$ cat config.mk
export PLATFORM = sky130hd
export DESIGN_NAME = decoder_flat
export DESIGN_NICKNAME = d
export VERILOG_FILES = /design/src/rtl/decoder_if.sv /design/src/rtl/decoder.sv /design/src/flat_wrapper.sv
export SDC_FILE = /design/constraint.sdc
export NUM_CORES = 1
export LEC_CHECK = 0
export ABC_AREA = 1
export CAP_MARGIN = 40
export CORE_MARGIN = 2
export CORE_UTILIZATION = 37
export DETAILED_ROUTE_END_ITERATION = 7
export GPL_TIMING_DRIVEN = 0
export SETUP_SLACK_MARGIN = 0.2
export SYNTH_ARGS = -nofsm -noshare
export SYNTH_HDL_FRONTEND = slang
export SYNTH_SLANG_ARGS = --single-unit
$ cat constraint.sdc
create_clock -name clk -period 9.26 [get_ports clk]
set_clock_uncertainty 0.05 [all_clocks]
set_input_delay 2.315 -clock clk [delete_from_list [all_inputs] [get_ports clk]]
set_output_delay 2.315 -clock clk [all_outputs]
set_load 0.05 [all_outputs]
$ cat src/rtl/decoder_if.sv
// Bus bundle for the Hamming SECDED decoder: codeword/width/start in,
// decoded data, error class, result pulse and busy out.
//
// Handshake: the master raises En with data_in/CodeWord_Width valid; the
// decoder accepts only while busy is low (IDLE). Accepted requests produce
// exactly one ready_Decoder pulse three clocks later. En while busy is
// dropped, never queued. data_out/num_of_errors are valid during the
// ready_Decoder cycle and hold until the next result.
interface decoder_if #(
    parameter int DATA_WIDTH = 32,
    parameter int AMBA_WORD  = 32
);
    logic [DATA_WIDTH-1:0] data_in;
    logic [AMBA_WORD-1:0]  CodeWord_Width;
    logic                  En;
    logic [DATA_WIDTH-1:0] data_out;
    logic [1:0]            num_of_errors;
    logic                  ready_Decoder;
    logic                  busy;
    logic [1:0]            dbg_state;

    modport master (
        output data_in, CodeWord_Width, En,
        input  data_out, num_of_errors, ready_Decoder, busy, dbg_state
    );

    modport slave (
        input  data_in, CodeWord_Width, En,
        output data_out, num_of_errors, ready_Decoder, busy, dbg_state
    );
endinterface

$ cat src/rtl/decoder.sv
// Hamming SECDED decoder for 8/16/32-bit codewords. Parity bits sit at the
// bottom of the codeword (top one is overall parity), data bits above them.
// Four-state FSM: IDLE capture -> SYND syndrome -> CORR correct -> DONE pulse.
module decoder #(
    parameter int DATA_WIDTH = 32,
    parameter int AMBA_WORD  = 32
) (
    input  logic clk,
    input  logic reset,
    decoder_if.slave bus
);

    typedef enum logic [1:0] {IDLE, SYND, CORR, DONE} state_t;

    state_t state, state_nx;

    logic [31:0]           cw_q;
    logic [1:0]            wsel_q;
    logic [4:0]            s_q;
    logic                  q_q;
    logic [DATA_WIDTH-1:0] data_q;
    logic [1:0]            nerr_q;

    logic [31:0] din32;
    logic [25:0] d_raw;
    logic [4:0]  par;
    logic [4:0]  s_nx;
    logic        q_nx;
    logic [25:0] dat_nx;
    logic [1:0]  nerr_nx;
    int          k_n;
    int          k_fix;

    // Only the two low width-select bits carry meaning.
    logic unused_width_bits;
    assign unused_width_bits = ^bus.CodeWord_Width[AMBA_WORD-1:2];

    assign din32 = 32'(bus.data_in);

    // Bits at or above the active width are cleared on capture so they can
    // never reach the syndrome or the overall parity.
    function automatic logic [31:0] width_mask(input logic [1:0] w);
        case (w)
            2'b00:   return 32'h0000_00FF;
            2'b01:   return 32'h0000_FFFF;
            default: return 32'hFFFF_FFFF;
        endcase
    endfunction

    // Hamming position of data bit k: skip 1,2,4,8,16.
    function automatic logic [4:0] hpos(input int k);
        int h;
        h = k + 3 + ((k >= 1) ? 1 : 0) + ((k >= 4) ? 1 : 0) + ((k >= 11) ? 1 : 0);
        return h[4:0];
    endfunction

    function automatic int flog2(input logic [4:0] s);
        casez (s)
            5'b1????: return 4;
            5'b01???: return 3;
            5'b001??: return 2;
            5'b0001?: return 1;
            default:  return 0;
        endcase
    endfunction

    // State register.
    always_ff @(posedge clk or negedge reset) begin
        if (!reset) begin
            state <= IDLE;
        end else begin
            state <= state_nx;
        end
    end

    // Next-state logic: one pass through the pipeline per accepted request.
    always_comb begin
        state_nx = state;
        case (state)
            IDLE:    if (bus.En) state_nx = SYND;
            SYND:    state_nx = CORR;
            CORR:    state_nx = DONE;
            DONE:    state_nx = IDLE;
            default: state_nx = IDLE;
        endcase
    end

    // Split captured codeword into parity and right-aligned data bits.
    always_comb begin
        d_raw = '0;
        par   = '0;
        k_n   = 26;
        case (wsel_q)
            2'b00: begin
                d_raw = {22'b0, cw_q[7:4]};
                par   = {2'b0, cw_q[2:0]};
                k_n   = 4;
            end
            2'b01: begin
                d_raw = {15'b0, cw_q[15:5]};
                par   = {1'b0, cw_q[3:0]};
                k_n   = 11;
            end
            default: begin
                d_raw = cw_q[31:6];
                par   = cw_q[4:0];
                k_n   = 26;
            end
        endcase
    end

    // Syndrome: parity bits XOR the Hamming positions of every set data bit.
    always_comb begin
        s_nx = par;
        for (int k = 0; k < 26; k++) begin
            if (d_raw[k]) s_nx = s_nx ^ hpos(k);
        end
        q_nx = ^cw_q;
    end

    // Error classification and single-bit correction.
    always_comb begin
        dat_nx  = d_raw;
        nerr_nx = 2'd0;
        k_fix   = 32'(s_q) - flog2(s_q) - 2;
        if (wsel_q == 2'b11) begin
            dat_nx  = '0;
            nerr_nx = 2'd0;
        end else if (!q_q) begin
            nerr_nx = (s_q != 5'd0) ? 2'd2 : 2'd0;
        end else if ((s_q & (s_q - 5'd1)) == 5'd0) begin
            // S of zero or a power of two: the flip is in a parity bit.
            nerr_nx = 2'd1;
        end else if (k_fix >= k_n) begin
            nerr_nx = 2'd2;
        end else begin
            nerr_nx = 2'd1;
            dat_nx  = d_raw ^ (26'd1 << k_fix);
        end
    end

    // Datapath registers, each loaded in the state that owns it.
    always_ff @(posedge clk or negedge reset) begin
        if (!reset) begin
            cw_q   <= '0;
            wsel_q <= '0;
            s_q    <= '0;
            q_q    <= 1'b0;
            data_q <= '0;
            nerr_q <= '0;
        end else begin
            case (state)
                IDLE: begin
                    if (bus.En) begin
                        cw_q   <= din32 & width_mask(bus.CodeWord_Width[1:0]);
                        wsel_q <= bus.CodeWord_Width[1:0];
                    end
                end
                SYND: begin
                    s_q <= s_nx;
                    q_q <= q_nx;
                end
                CORR: begin
                    data_q <= DATA_WIDTH'(dat_nx);
                    nerr_q <= nerr_nx;
                end
                default: ;
            endcase
        end
    end

    assign bus.data_out      = data_q;
    assign bus.num_of_errors = nerr_q;
    assign bus.ready_Decoder = (state == DONE);
    assign bus.busy          = (state != IDLE);
    assign bus.dbg_state     = state;

endmodule

$ cat src/flat_wrapper.sv
// flat-port wrapper written by rule: the top's interface ports become plain ports
module decoder_flat 
#(
    parameter int DATA_WIDTH = 32,
    parameter int AMBA_WORD  = 32
)
  (clk, reset, bus_data_in, bus_CodeWord_Width, bus_En, bus_data_out, bus_num_of_errors, bus_ready_Decoder, bus_busy, bus_dbg_state);
  decoder_if #(.DATA_WIDTH(DATA_WIDTH), .AMBA_WORD(AMBA_WORD)) bus_i ();
  input  logic clk;
  input  logic reset;
  input wire logic [$bits(bus_i.data_in)-1:0] bus_data_in;
  input wire logic [$bits(bus_i.CodeWord_Width)-1:0] bus_CodeWord_Width;
  input wire logic [$bits(bus_i.En)-1:0] bus_En;
  output wire logic [$bits(bus_i.data_out)-1:0] bus_data_out;
  output wire logic [$bits(bus_i.num_of_errors)-1:0] bus_num_of_errors;
  output wire logic [$bits(bus_i.ready_Decoder)-1:0] bus_ready_Decoder;
  output wire logic [$bits(bus_i.busy)-1:0] bus_busy;
  output wire logic [$bits(bus_i.dbg_state)-1:0] bus_dbg_state;
  assign bus_i.data_in = bus_data_in;
  assign bus_i.CodeWord_Width = bus_CodeWord_Width;
  assign bus_i.En = bus_En;
  assign bus_data_out = bus_i.data_out;
  assign bus_num_of_errors = bus_i.num_of_errors;
  assign bus_ready_Decoder = bus_i.ready_Decoder;
  assign bus_busy = bus_i.busy;
  assign bus_dbg_state = bus_i.dbg_state;
  decoder #(.DATA_WIDTH(DATA_WIDTH), .AMBA_WORD(AMBA_WORD)) u_core (.clk(clk), .reset(reset), .bus(bus_i));
endmodule
==> flow_summary_export.csv <==
group,metric,value,unit
clocking,cts.path.max_buffers,2,
sta,setup_viol,0,
sta,rsz0062_at_grt,"no",
global_route,grt_overflow,0,
drt,wl,14.0,mm
sta,worstMarginPinSlew,653,ps
sta,slew_viol_final,0,
clocking,cts_buffers,9,
setup_path,startpoint_type,"flip-flop",
die,rows,44,
clocking,hold_buffers,0,
die,die_w,124,um
job,cap_viol_max_count,0,
clocking,post_cts_resized,0,
die,ios,105,
sta,finalHoldViolCount,0,
synth,synth_common_cells,"249 x nand2_1, 70 x dfrtp_1, 70 x inv_1, 47 x xnor2_1, 45 x nand3_1",
setup_path,cp_top_family,"buffers and inverters",
synth,netlist.top_cell.by_area,"dfrtp_1",
clocking,cts_htree_levels,3,
layout,antenna_cells,0,
outcome,status,"finished clean",
global_route,grt_usage,0.187,
setup_path,critical_path_class,"reg2reg",
drt,first_pass_iters,5,
synth,synth.most_common_cell,"nand2_1",
synth,syn-cell-area,5360,um2
setup_path,cp.arrival,5290,ps
drt,ant_nets,0,
die,start_util,0.373,
global_route,grt_max_degree,45,
place,portBuffers,67,
synth,synth_cells,720,
min_path,min-delay-path-class,"reg2reg",
sta,slew_headroom,0.559,
sta,setup-tns-final,0,ps
setup_path,cpMostUsedCell,"inv_1",
synth,yosys_warnings,0,
sta,fin_crit,5120,ps
synth,synth_edf_count,0,
drt,vias,4796,
synth,yosys_register_bits,70,
synth,synthDominantCellAreaShare,0.327,
setup_path,max_stage_delay,480,ps
layout,fillers,1454,
clocking,clock_sinks,70,
drt,detail_route.vias_per_cell,4.83,
place,gp_congestion,0.893,
drt,wire_per_inst,14.1,um
setup_path,critPathBufInv,8,
clocking,clk_latency,340,ps
global_route,grt_pass1_wl,23.4,mm
synth,synth_ff_type,"dfrtp_1",
layout,fin_nets,893,
place,dp_hpwl,11.2,mm
setup_path,worstPathCellList,"inv_1, a21oi_1, ha_1, inv_1, fa_1, clkbuf_1, inv_1, ha_1, clkbuf_1, clkinv_1, ha_1, nand2_1, inv_1, nand3_1, nor3_1, nand4_2, nand3_4, nor2_4, buf_6, a21oi_1, o21ai_1",
global_route,grt_pass1_vias,4686,
setup_path,cp.required,9430,ps
drt,drt_drc_violations_left,0,
setup_path,critPathCaptureType,"flip-flop",
synth,syn_area_per_cell,7.45,um2
synth,ys_types,45,
die,die_h,124,um
clocking,cts_tree,"built",
synth,ys_seq_area_frac,0.327,
setup_path,critPathSlowestCell,"dfrtp_1",
sta,min_period_over_period,0.553,
setup_path,crit_fanout,10,
layout,synthToLayoutAreaGrowth,23.2,%
die,die_area,15500,um2
die,fp.coreArea,14400,um2
layout,drive_above_1_share,0.100,
synth,async_flop_share,1.00,
sta,fmax,195,MHz
global_route,antenna_found_initial,0,
synth,synth_area_leaders,"dfrtp_1 33%, nand2_1 17%, xnor2_1 7.7%, ha_1 4.9%, inv_1 4.9%",
clocking,path_clk_slew,60,ps
clocking,post_cts_buffers,0,
drt,first_iter_violations,240,
clocking,clockRootBuffer,"clkbuf_16",
## flip-flops by register name, indices dropped and copies added, names as in the netlist
| name | cells |
|---|---|
| u_core.bus.num_of_errors | 2 |
| u_core.cw_q | 32 |
| u_core.wsel_q | 2 |
| u_core.bus.dbg_state | 2 |
| u_core.q_q | 1 |
| u_core.bus.data_out | 26 |
| u_core.s_q | 5 |
## final timing paths
path                                                startpoint  depth (start not counted)  slack (ps)                             endpoint
setup / recovery                     u_core.s_q[3]$_DFFE_PN0N_                         21        4140   u_core.bus.data_out[5]$_DFFE_PN0P_
hold / removal             u_core.bus.data_out[22]$_DFFE_PN0P_                          2         430  u_core.bus.data_out[22]$_DFFE_PN0P_
setup reg to reg                     u_core.s_q[3]$_DFFE_PN0N_                         21        4140   u_core.bus.data_out[5]$_DFFE_PN0P_
hold reg to reg            u_core.bus.data_out[22]$_DFFE_PN0P_                          2         430  u_core.bus.data_out[22]$_DFFE_PN0P_
max in group asynchronous                                reset                          2        6740  u_core.bus.data_out[11]$_DFFE_PN0P_
min in group asynchronous                                reset                          1        1850          u_core.cw_q[10]$_DFFE_PN0P_
## worst register-to-register path, delay by kind of cell, from the launching register on
kind,cells,cell delay (ps)
simple gates,6,870
flops,1,480
buf+inv,8,1770
fa+ha+maj,4,1350
compound gates,3,480
## area by class of cell
cell class / instances / area [um2] / share of cell area
repair buffers: 68 / 688 / 0.104
inverters: 75 / 284 / 0.0430
clock inverters: 6 / 68.8 / 0.0104
well taps: 184 / 230 / 0.0348
plain buffers: 29 / 178 / 0.0269
flip-flops and latches: 70 / 1750 / 0.265
clock buffers: 10 / 239 / 0.0362
multi-input cells: 551 / 3170 / 0.480
## cells by family (layout without fill, tap and decap cells)
group / after synthesis / after routing / synth area share
buffers and inverters: 104 / 188 / 0.0861
and+or+nand+nor: 381 / 381 / 0.329
AOI/OAI and AO/OA: 71 / 71 / 0.0858
adders and majority gates: 22 / 22 / 0.0527
xor gates and xnor gates: 71 / 71 / 0.119
DFF: 70 / 70 / 0.327
other: 1 / 6 / 0.000699
## through the flow
step           instance area [um2]  utilization  hold slack [ps]  setup slack (ps)  cells
2_1_floorplan                 5380            -              441              5090    725
3_3_place_gp                  6280        0.437              416              3380    976
3_5_place_dp                  6300        0.439              414              4230    977
4_1_cts                       6610        0.460              431              4230    993
5_1_grt                       6610        0.460              448              3710    993
6_report                      6610        0.460              428              4140    993
## layout by cell type (no fill, tap or decap), types with 21 or more instances in the layout
cell             instances
clkdlybuf4s50_1         66
nand2_1                249
ha_1                    21
xor2_1                  23
xnor2_1                 47
dfrtp_1                 70
o21ai_0                 31
nand3_1                 45
nor2_1                  32
inv_1                   70
## routing by layer
layer  global-route usage  routed length, um  up-vias
met5                    0                  0        -
met4               0.0740                350        0
met3               0.0288                579       26
met2                0.297               6380      120
met1                0.257               6680     2181
li1                     -                  -     2469
Power is not shown: default switching activity piles up to over one toggle a cycle in this logic, so the estimate is an artifact.
